==> config.mk <==
export PLATFORM = sky130hd
export DESIGN_NAME = power3_expect
export DESIGN_NICKNAME = d
export VERILOG_FILES = /design/src/rtl/power3_pkg.sv /design/src/rtl/power3_expect.sv
export SDC_FILE = /design/constraint.sdc
export NUM_CORES = 1
export LEC_CHECK = 0
export ABC_AREA = 0
export CORE_UTILIZATION = 30
export CTS_BUF_LIST = sky130_fd_sc_hd__clkbuf_2 sky130_fd_sc_hd__clkbuf_4 sky130_fd_sc_hd__clkbuf_8
export CTS_CLUSTER_SIZE = 20
export DETAILED_ROUTE_END_ITERATION = 8
export GPL_TIMING_DRIVEN = 0
export PLACE_DENSITY_LB_ADDON = 0.08
export SLEW_MARGIN = 15
export SYNTH_ARGS = -nofsm -noshare
export SYNTH_HDL_FRONTEND = slang
export SYNTH_SLANG_ARGS = --single-unit
==> constraint.sdc <==
create_clock -name clk -period 3.1 [get_ports clk]
set_clock_uncertainty 0.1 [all_clocks]
set_input_delay 0.93 -clock clk [delete_from_list [all_inputs] [get_ports clk]]
set_output_delay 0.93 -clock clk [all_outputs]
set_load 0.02 [all_outputs]
==> src/rtl/power3_pkg.sv <==
`default_nettype none
// +--------------------------------------------------------------------------+
// | power3_pkg                                                               |
// | Shared state encoding, base constant and default widths for the          |
// | power-of-3 stream checker.                                               |
// | Revision: 1.0                                                            |
// +--------------------------------------------------------------------------+
package power3_pkg;

    typedef enum logic [1:0] {
        ST_IDLE = 2'd0,
        ST_RUN  = 2'd1,
        ST_DONE = 2'd2
    } state_t;

    localparam int POW_BASE          = 3;
    localparam int DEFAULT_DATA_SIZE = 8;
    localparam int DEFAULT_CNT_WIDTH = 16;

endpackage : power3_pkg
`default_nettype wire

==> src/rtl/power3_expect.sv <==
`default_nettype none
// +--------------------------------------------------------------------------+
// | power3_expect                                                            |
// | Expected-value register: loads 1 on start, multiplies by POW_BASE        |
// | (mod 2^data_size) on every accepted beat.                                |
// | Revision: 1.0                                                            |
// +--------------------------------------------------------------------------+
module power3_expect
    import power3_pkg::*;
#(
    parameter int data_size = DEFAULT_DATA_SIZE
) (
    input  logic                 clk,
    input  logic                 rst,
    input  logic                 start_i,
    input  logic                 accept_i,
    output logic [data_size-1:0] expected_o
);

    localparam logic [data_size-1:0] c_base = data_size'(POW_BASE);
    localparam logic [data_size-1:0] c_one  = data_size'(1);

    logic [data_size-1:0] expected_q;
    logic [data_size-1:0] expected_d;

    // Truncating product gives the intended modulo-2^data_size wrap.
    always_comb begin
        expected_d = expected_q;
        if (start_i) begin
            expected_d = c_one;
        end else if (accept_i) begin
            expected_d = expected_q * c_base;
        end
    end

    always_ff @(posedge clk or posedge rst) begin
        if (rst) begin
            expected_q <= c_one;
        end else begin
            expected_q <= expected_d;
        end
    end

    assign expected_o = expected_q;

endmodule : power3_expect
`default_nettype wire

==> out/qor.json <==
{
  "place": {
    "detailed_place.area_um2": 687,
    "hpwl_um": 815,
    "port-buffer-count": 9,
    "dpl_worst_slack_ns": 0.700,
    "gp_weighted_congestion": 0.694
  },
  "synthesis": {
    "syn-num-nets": 71,
    "ys.warnings.count": 0,
    "avgSynthCellArea_um2": 9.43,
    "async_reset_ff_share_pct": 100,
    "synth_top_flop_cell": "sky130_fd_sc_hd__dfrtp_1",
    "post_synthesis_instance_total": 60,
    "post_synth_instance_area_um2": 566,
    "yosysSeqAreaShare_pct": 35.6,
    "synth_cell_type_count": 24,
    "ys_ff_latch": 8,
    "number_of_enable_type_register_cells_in_the_synthesized_netlist": 0
  },
  "critical_path": {
    "critical_path.top_delay_family": "buffers and inverters",
    "cpMaxStageDelayCell": "sky130_fd_sc_hd__clkdlybuf4s50_1",
    "critical_path_type": "reg -> out",
    "timing.critical_path.required_ns": 2.07,
    "worst-path-buf-inv": 1,
    "path_cells": "clkdlybuf4s50_1",
    "critical_path_capture_point_type": "primary output",
    "cp-start-kind": "flip-flop",
    "cp_max_fo": 3,
    "crit_arrival_ns": 1.38,
    "cpPeakStageDelay_ns": 0.60
  },
  "global_route": {
    "grt_start_max_net_pins": 10,
    "grt_first_pass_wirelength_um": 1810,
    "antenna_found_initial": 0,
    "grt_use_total_pct": 12.4,
    "grt_overflow_total": 0,
    "grt_pass1_vias": 386
  },
  "cts": {
    "cts_root_buf": "sky130_fd_sc_hd__clkbuf_4",
    "cts_resized": 0,
    "cts_inserted_buffers": 3,
    "cts_tree": "yes",
    "clk_path_buf_depth": 2,
    "cts.repair_timing.setup_buffer_count": 0,
    "worst_skew_pair.late_latency_ns": 0.25,
    "cts.sinks": 8,
    "cts_htree_levels": 1,
    "clk_pin_slew_worst_paths_ns": 0.06,
    "post_cts_hold_buffer_count": 0
  },
  "sta": {
    "relSlewSlack_pct": 71.6,
    "finalHoldViolations": 0,
    "grt_setup_unrepaired": "false",
    "setup_ws_ns": 0.687,
    "post-route-min-period_ns": 2.41,
    "max_slew_violation_count": 0,
    "worst_slew_pin_tran_ns": 0.426,
    "totalNegativeSetupSlack_ns": 0,
    "setup_viol": 0,
    "final_min_period_over_clock_period_pct": 77.8,
    "clock.fmax_ghz": 0.415
  },
  "routing": {
    "post_drt_wl_per_cell_um": 10.7,
    "detailed_router_iteration_count_before_antenna_repair": 2,
    "num_vias": 432,
    "detail_route.vias_per_cell": 4.41,
    "wirelength_um": 1050,
    "drtIter0Drc": 5,
    "postRouteAntennaNets": 0,
    "remaining_drc_errors": 0
  },
  "floorplan": {
    "initial_utilization_pct": 32.4,
    "placement_rows": 15,
    "die_w_um": 45.4,
    "boundaryPins": 12,
    "die_boundary_height_um": 45.4,
    "die_outline_area_mm2": 0.00206,
    "core_region_area_mm2": 0.00175
  },
  "cells_and_area": {
    "antenna_cells_inserted": 0,
    "fin_area_um2": 717,
    "nNetsFinal": 85,
    "largest_register_ff_count": 8,
    "drive_above_1_share_pct": 11.0,
    "area_growth_syn_to_layout_pct": 26.8,
    "post-route-util_pct": 41.1
  },
  "pwr": {
    "worst_ir_drop_vdd_mv": 0.217,
    "power.static_leakage_uw": 0.000330,
    "report.power.total_uw": 327,
    "p_per_area_mw_per_mm2": 456
  },
  "flow_run": {
    "timing.max_cap.violations": 0
  },
  "min_path": {
    "hold_class": "reg -> reg"
  },
  "run_status": {
    "status": "complete, no violations"
  }
}
==> path summary, 6_finish.rpt <==
path                          startpoint  slack (ns)  depth (start not counted)             to
max                        expected_o[0]        0.69                          1  expected_o[0]
min                        expected_o[6]        0.48                          2  expected_o[6]
max reg2reg                expected_o[0]        0.72                          8  expected_o[7]
min reg2reg                expected_o[6]        0.48                          2  expected_o[6]
max in group asynchronous            rst        1.79                          2  expected_o[0]
min in group asynchronous            rst        0.82                          2  expected_o[6]
==> cell usage after synthesis (2+ instances only) <==
master                     number  share of area [%]
sky130_fd_sc_hd__o21ai_2        2                3.1
sky130_fd_sc_hd__mux2i_1        3                5.3
sky130_fd_sc_hd__nand2_1        4                2.7
sky130_fd_sc_hd__nor2_1         6                4.0
sky130_fd_sc_hd__ha_1           6                 13
sky130_fd_sc_hd__dfrtp_1        7                 31
sky130_fd_sc_hd__inv_1          5                3.3
sky130_fd_sc_hd__o21ai_0        3                2.7
sky130_fd_sc_hd__nand2b_1       4                4.4
sky130_fd_sc_hd__clkbuf_1       2                1.3
sky130_fd_sc_hd__a21oi_1        3                2.7
sky130_fd_sc_hd__xnor2_1        3                4.6
==> where the power goes <==
part           internal (uW)  total [uW]  switching [uW]
sequential               114         125            11.5
clock                   58.1        94.5            36.4
combinational           51.0         107            55.9
total                    223         327             104
==> routing by layer <==
metal	routed length [um]	up-vias	track usage [%]
met5	0	-	0
met4	11	0	7.27
met1	539	196	18.9
met2	481	6	16.6
met3	19	2	1.19
li1	-	228	-
==> tightest hold or removal path: stages, from the launching register on <==
cell and delay (ns):
sky130_fd_sc_hd__dfrtp_1 0.40, sky130_fd_sc_hd__nand2_1 0.06, sky130_fd_sc_hd__o21ai_0 0.08
==> layout by cell type (no fill, tap or decap), types with 2 or more instances in the layout <==
cell                              netlist  final
sky130_fd_sc_hd__xnor2_1                3      3
sky130_fd_sc_hd__clkbuf_1               2      2
sky130_fd_sc_hd__dfrtp_1                7      7
sky130_fd_sc_hd__nand2b_1               4      4
sky130_fd_sc_hd__inv_1                  5      5
sky130_fd_sc_hd__nand2_1                4      4
sky130_fd_sc_hd__ha_1                   6      6
sky130_fd_sc_hd__mux2i_1                3      3
sky130_fd_sc_hd__nor2_1                 6      6
sky130_fd_sc_hd__a21oi_1                3      3
sky130_fd_sc_hd__o21ai_0                3      3
sky130_fd_sc_hd__o21ai_2                2      2
sky130_fd_sc_hd__clkbuf_4               0      4
sky130_fd_sc_hd__clkdlybuf4s50_1        0      9
==> cell type report <==
cell class                 count  area (um^2)
tap                           25         31.3
fill                         185         1030
timing repair buffer           9         90.1
multi-input combinational     45          338
sequential                     8          201
buffer                         2         7.51
inverter                       5         18.8
clock buffer                   4         30.0
==> cell families after synthesis <==
group | synth area share [%]
AOI/OAI and AO/OA | 14.8
buffers and inverters | 4.65
muxes | 7.30
and+or+nand+nor | 14.6
xor gates and xnor gates | 6.20
adders and majority gates | 16.8
DFF | 35.6
==> through the flow <==
stage | hold slack [ns] | std cells
3_5_place_dp | 0.482 | 94
4_1_cts | 0.501 | 98
3_3_place_gp | 0.457 | 94
5_1_grt | 0.535 | 98
6_report | 0.479 | 98
2_1_floorplan | 0.522 | 60
Note: power is estimated with default switching activity, not from simulation.
